## config.mk

```make
export PLATFORM = sky130hd
export DESIGN_NAME = rr_arbiter
export DESIGN_NICKNAME = d
export VERILOG_FILES = /design/src/rtl/rr_arbiter.sv
export SDC_FILE = /design/constraint.sdc
export NUM_CORES = 1
export LEC_CHECK = 0
export CORE_MARGIN = 2
export CORE_UTILIZATION = 40
export CTS_CLUSTER_DIAMETER = 30
export DETAILED_ROUTE_END_ITERATION = 12
export DONT_BUFFER_PORTS = 1
export GPL_ROUTABILITY_DRIVEN = 0
export SETUP_SLACK_MARGIN = 0.05
export SYNTH_ARGS = -nofsm -noshare
export SYNTH_HDL_FRONTEND = slang
export SYNTH_SLANG_ARGS = --single-unit
```

## constraint.sdc

```tcl
create_clock -name clk -period 2.01 [get_ports clk]
set_input_delay 0.402 -clock clk [delete_from_list [all_inputs] [get_ports clk]]
set_output_delay 0.402 -clock clk [all_outputs]
set_load 0.005 [all_outputs]
```

## src/rtl/rr_arbiter.sv

```systemverilog
// Round-robin arbiter with packet lock; registered one-hot grant drives a
// downstream one-hot mux select directly.
module rr_arbiter #(
  parameter int N = 4,
  localparam int IW = $clog2(N)
) (
  input  logic          clk,
  input  logic          nreset,
  input  logic [N-1:0]  req,
  input  logic [N-1:0]  req_last,
  input  logic          ready,
  output logic [N-1:0]  grant,
  output logic [IW-1:0] grant_id,
  output logic          valid
);

  typedef enum logic {IDLE = 1'b0, BUSY = 1'b1} state_t;

  state_t        state_reg, state_next;
  logic [N-1:0]  grant_reg, grant_next;
  logic [IW-1:0] id_reg, id_next;
  logic [IW-1:0] ptr_reg, ptr_next;

  logic          release_now;
  logic [IW-1:0] search_base;
  logic [N-1:0]  search_mask;
  logic [N-1:0]  rot;
  logic [IW-1:0] rot_idx [N];
  logic          win_found;
  logic [IW-1:0] win_id;

  always_ff @(posedge clk) begin
    if (!nreset) begin
      state_reg <= IDLE;
      grant_reg <= '0;
      id_reg    <= '0;
      ptr_reg   <= '0;
    end else begin
      state_reg <= state_next;
      grant_reg <= grant_next;
      id_reg    <= id_next;
      ptr_reg   <= ptr_next;
    end
  end

  // A dropped request while granted is handled exactly like an accepted last beat.
  always_comb begin
    release_now = 1'b0;
    search_base = ptr_reg;
    search_mask = req;
    if (state_reg == BUSY) begin
      release_now = (ready && req_last[id_reg]) || !req[id_reg];
      search_base = (id_reg == IW'(N - 1)) ? '0 : id_reg + IW'(1);
      search_mask = req & ~grant_reg;
    end
  end

  // Rotate the candidate requests so position 0 is the highest-priority index.
  for (genvar gi = 0; gi < N; gi++) begin : g_rot
    logic [IW:0] sum;
    assign sum         = {1'b0, search_base} + (IW + 1)'(gi);
    assign rot_idx[gi] = (sum >= (IW + 1)'(N)) ? IW'(sum - (IW + 1)'(N)) : IW'(sum);
    assign rot[gi]     = search_mask[rot_idx[gi]];
  end

  always_comb begin
    win_found = |rot;
    win_id    = '0;
    for (int k = N - 1; k >= 0; k--) begin
      if (rot[k]) win_id = rot_idx[k];
    end
  end

  always_comb begin
    state_next = state_reg;
    grant_next = grant_reg;
    id_next    = id_reg;
    ptr_next   = ptr_reg;
    case (state_reg)
      IDLE: begin
        if (win_found) begin
          state_next         = BUSY;
          grant_next         = '0;
          grant_next[win_id] = 1'b1;
          id_next            = win_id;
        end
      end
      BUSY: begin
        if (release_now) begin
          ptr_next = search_base;
          if (win_found) begin
            grant_next         = '0;
            grant_next[win_id] = 1'b1;
            id_next            = win_id;
          end else begin
            state_next = IDLE;
            grant_next = '0;
            id_next    = '0;
          end
        end
      end
      default: state_next = IDLE;
    endcase
  end

  always_comb begin
    grant    = grant_reg;
    grant_id = id_reg;
    valid    = (state_reg == BUSY);
  end

endmodule

```

# After elaboration in Yosys (flattened, before gate mapping)
# Cells that the tools add are included.
# totals
register_bits	9
input_bits	11
output_inout_bits	7
word_cells	73
# op_classes
addsub	8
magnitude_cmp	11
eq_ne	3
muxes	37
n_bitwise	3
n_reduce_logical	7
# ops
operator	count
$mux W2	13
$lt A2 B3 Y1 const B	6
$mux W4	4
$bmux W1 S2	6
$mux W1	10
$ge A3 B3 Y1 const B	3
$pmux W4 S2	1
$sub A2 B1 Y2 const B	4
$add A2 B2 Y3 const B	2
$and A4 B4 Y4	1
$not A4 Y4	1
$pmux W2 S2	1
$reduce_and A2 Y1	2
$reduce_or A4 Y1	1
$add A2 B1 Y3 const B	1
$ge A2 B3 Y1 const B	1
$add A2 B1 Y2 const B	1
$demux W1 S2	1
$eq A2 B2 Y1 const B	1
$ge A2 B1 Y1 const B	1
$logic_and A1 B1 Y1	2
$ne A2 B1 Y1 const B	1
$ne A2 B2 Y1 const B	1
$pmux W1 S2	1
other kinds (3)	3

# Depth between registers and ports, before layout
# depth
word_depth	19
mapped_depth	7
ltp_nobuf	6

# Worst setup path before layout
# No wires, ideal clock.
# synth_path
path_type	reg-to-reg
startpoint	register id_reg[0] (netlist: grant_id[0])
endpoint	register id_reg[0] (netlist: grant_id[0])
setup_ns	0.070
arrival_time_ns	1.705
required_time_ns	1.940
setup_slack_ns	0.235
stages_incl_launch_ff	7
path_buffers	0
period_less_slack_ns	1.775
cell_sequence	dfxtp_1 > ha_1 > mux2i_4 > o31a_1 > o22ai_1 > or4b_1 > a21boi_1
# synth_between
elab_chain_len	15
elab_cells_between_ends	47
classes_between	8 x add/sub; 4 x order compare; 3 x eq/ne; 27 x mux; 5 x reduce/logical
# synth_rtl
item	line	source
start, declared	21	logic [IW-1:0] id_reg, id_next;
start signal, assigned	41	id_reg <= id_next;
$add A2 B1 Y2 or $eq A2 B2 Y1 (tied branches)	53	search_base = (id_reg == IW'(N - 1)) ? '0 : id_reg + IW'(1);
$mux W2	53	
$mux W2	51	if (state_reg == BUSY) begin
$add A2 B2 Y3	61	assign sum = {1'b0, search_base} + (IW + 1)'(gi);
$ge A3 B3 Y1 or $sub A2 B1 Y2 (tied branches)	62	assign rot_idx[gi] = (sum >= (IW + 1)'(N)) ? IW'(sum - (IW + 1)'(N)) : IW'(sum);
$mux W2	62	
$bmux W1 S2	63	assign rot[gi] = search_mask[rot_idx[gi]];
$mux W1 (not written as such)	63	
$mux W2 (4 in a row)	70	if (rot[k]) win_id = rot_idx[k];
$mux W2	91	if (win_found) begin
$mux W2	89	if (release_now) begin
$pmux W2 S2	79	case (state_reg)
# Several ways; a longest one is shown, not always the timed one. The select of a mux whose other input is x is not followed.
# A chain may end at the register's enable or synchronous reset.

# Final worst setup path
# layout_path
startpoint	register id_reg[1] (netlist: grant_id[1])
endpoint	register id_reg[0] (netlist: grant_id[0])
# The elaborated chain is that of the path after synthesis.

==> flow_summary.json <==
{
  "syn-instance-count": 75,
  "numCtsBuffers": 3,
  "initial_core_util_pct": 43.6,
  "r2r_start": "grant_id[1]$_SDFFE_PN0P_",
  "power_density_mw_per_mm2": 885,
  "avgSynthCellArea_um2": 8.96,
  "hp-start": "nreset",
  "worstSetupPathType": "register to register",
  "ys_seq_elements": 9,
  "dr.pass1.iters": 4,
  "r2r_setup_slack_ns": 0.15,
  "p_leak_nw": 0.275,
  "synth_top_flop_cell": "dfxtp_1",
  "status": "finished, final reports clean",
  "setup_ws_ns": 0.146,
  "cts_tree": "done",
  "core_mm2": 0.00154,
  "drtIter0Drc": 18,
  "ir_drop_mv": 0.356,
  "rsz0062_at_grt": "false",
  "design.die.area_mm2": 0.00202,
  "hold_class": "primary input to register",
  "dp_hpwl_um": 1220,
  "ios": 18,
  "drc_errors": 0,
  "clk-insertion-delay-late_ns": 0.27,
  "fin_skew_ns": 0.0115,
  "synth_area_um2": 672,
  "largest_reg_flops": 4,
  "hold_violations": 0,
  "drt_wl_total_um": 1520,
  "critPathMaxFanout": 7,
  "grt_pass1_vias": 603,
  "pwr-share-seq_pct": 38.6,
  "ys_async_sr_fraction_pct": 0,
  "swShare_pct": 36.8,
  "fin_tns_setup_ns": 0,
  "synthTopCellsByArea": "dfxtp_1 (27%), o32ai_1 (5.2%), a21boi_1 (4.5%), inv_1 (4.5%), a221oi_4 (3.9%)",
  "post_cts_buffers": 0,
  "worst_pin_slew_ns": 0.510,
  "ys_seq_area_share_pct": 26.8,
  "clock_power_share_pct": 22.6,
  "antenna_found_initial": 0,
  "grt_overflow": 0,
  "n_fill_cell": 161,
  "die_x_um": 45.0,
  "antenna_cells_inserted": 0,
  "via_count": 588,
  "drv_cap": 0,
  "synthTopCellsByCount": "dfxtp_1 (9), inv_1 (8), nand2_1 (5)",
  "finalCritPeriodShare_pct": 92.7,
  "multi_input_area_um2": 445,
  "worstPathArrival_ns": 2.07,
  "clk_pin_slew_ns": 0.07,
  "r2r-end": "grant_id[0]$_SDFFE_PN0P_",
  "cts-resized-gates": 0,
  "cp.required_ns": 2.21,
  "synth_top_area_share_pct": 26.8,
  "yosysWarnings": 0,
  "syn2layout_area_growth_pct": 7.08,
  "synth_edf_count": 0,
  "grt_usage_pct": 17.6,
  "fmax_mhz": 536,
  "grt_max_degree": 11,
  "hold_end": "ptr_reg[0]$_SDFFE_PN0P_",
  "fp-row-count": 14,
  "vias_per_cell": 6.19,
  "internal_power_mw": 0.402,
  "power_frac_comb_pct": 38.8,
  "slew_violations": 0,
  "root_buffer": "clkbuf_4",
  "synthMostInstantiatedCell": "dfxtp_1",
  "wl_per_cell_um": 15.9,
  "clockBufferDepth": 2,
  "numPortBuffers": 0,
  "clock-sinks": 9,
  "drive_above_1_share_pct": 22.8,
  "place_ws_ns": 0.0975,
  "yosys.area.top_type": "dfxtp_1",
  "cts_max_level": 1,
  "worstSetupStartpointType": "register",
  "num-nets-final": 92,
  "ant_nets": 0,
  "total_power_mw": 0.637,
  "p_switching_mw": 0.234,
  "end_kind": "register",
  "slew_headroom_pct": 66.0,
  "synth_fp_nets": 87,
  "seq_area_um2": 183,
  "setup_viol": 0,
  "die_h_um": 45.0,
  "holdPathStages": 1,
  "grt_pass1_wl_um": 2530,
  "r2r_cells": 6,
  "synth_cell_types": 41,
  "cts_hold_buf": 0,
  "min_period_ns": 1.86
}
[critical path: stages, from the launching register on]
cell,delay [ns]
dfxtp_2,0.36
ha_1,0.32
mux2i_4,0.22
o31a_1,0.18
o22ai_1,0.11
or4b_1,0.48
a21boi_1,0.13
[layer usage]
layer | global-route usage, % | share of wire, %
met1 | 19.1 | 41
met2 | 29.7 | 48
met3 | 6.40 | 9.0
met4 | 9.41 | 2.1
met5 | 0 | 0
[through the flow]
stage / hold WS (ns) / cell area (um^2) / util, % / cells
global route: 0.248 / 719 / 46.7 / 95
floorplan: 0.461 / 672 / - / 75
finish: 0.261 / 719 / 46.7 / 95
global placement: 0.487 / 691 / 44.8 / 91
CTS: 0.256 / 717 / 46.5 / 95
detailed placement: 0.488 / 691 / 44.8 / 91
[cell families after synthesis]
| kind of cell | after synthesis | share of synthesized area [%] |
|---|---|---|
| DFF | 9 | 26.8 |
| and+or+nand+nor | 29 | 28.5 |
| buffers and inverters | 10 | 6.89 |
| AOI/OAI and AO/OA | 24 | 31.1 |
| adders and majority gates | 1 | 1.86 |
| muxes | 2 | 4.84 |
[power groups by stage]
| stage | combinational [mW] | clock, mW | sequential, mW |
|---|---|---|---|
| 3_5_place_dp | 0.246 | 0 | 0.249 |
| 5_1_grt | 0.273 | 0.160 | 0.252 |
| 2_1_floorplan | 0.204 | 0 | 0.241 |
| 4_1_cts | 0.247 | 0.151 | 0.245 |
| 3_3_place_gp | 0.243 | 0 | 0.248 |
| 6_report | 0.247 | 0.144 | 0.246 |
[cell type report]
class / count / area share, %
tap: 16 / 2.78
multi-input combinational: 56 / 61.9
sequential: 9 / 25.4
clock buffer: 4 / 3.65
timing repair buffer: 2 / 2.09
inverter: 8 / 4.17
[how the worst max path moves through the flow]
stage,startpoint,endpoint,slack (ns)
floorplan,grant_id[0]$_SDFFE_PN0P_,grant_id[0]$_SDFFE_PN0P_,0.24
global placement,valid$_SDFF_PN0_,grant_id[0]$_SDFFE_PN0P_,0.17
detailed placement,grant_id[1]$_SDFFE_PN0P_,grant_id[0]$_SDFFE_PN0P_,0.1
CTS,grant_id[1]$_SDFFE_PN0P_,grant_id[0]$_SDFFE_PN0P_,0.08
global route,grant_id[1]$_SDFFE_PN0P_,grant[2]$_SDFFE_PN0P_,0.05
finish,grant_id[1]$_SDFFE_PN0P_,grant_id[0]$_SDFFE_PN0P_,0.15
[cell usage in the layout, fill, tap and decap left out, types with 2 or more instances in the layout]
master / count
nand2_1: 5
and2_1: 2
o32ai_1: 4
dfxtp_2: 2
nor2b_1: 4
o211ai_1: 3
nand3_1: 2
nor2_1: 2
inv_1: 8
buf_4: 2
a21boi_1: 4
clkbuf_4: 3
o21ai_1: 2
dfxtp_1: 7
Note: power is estimated with default switching activity, not from simulation.
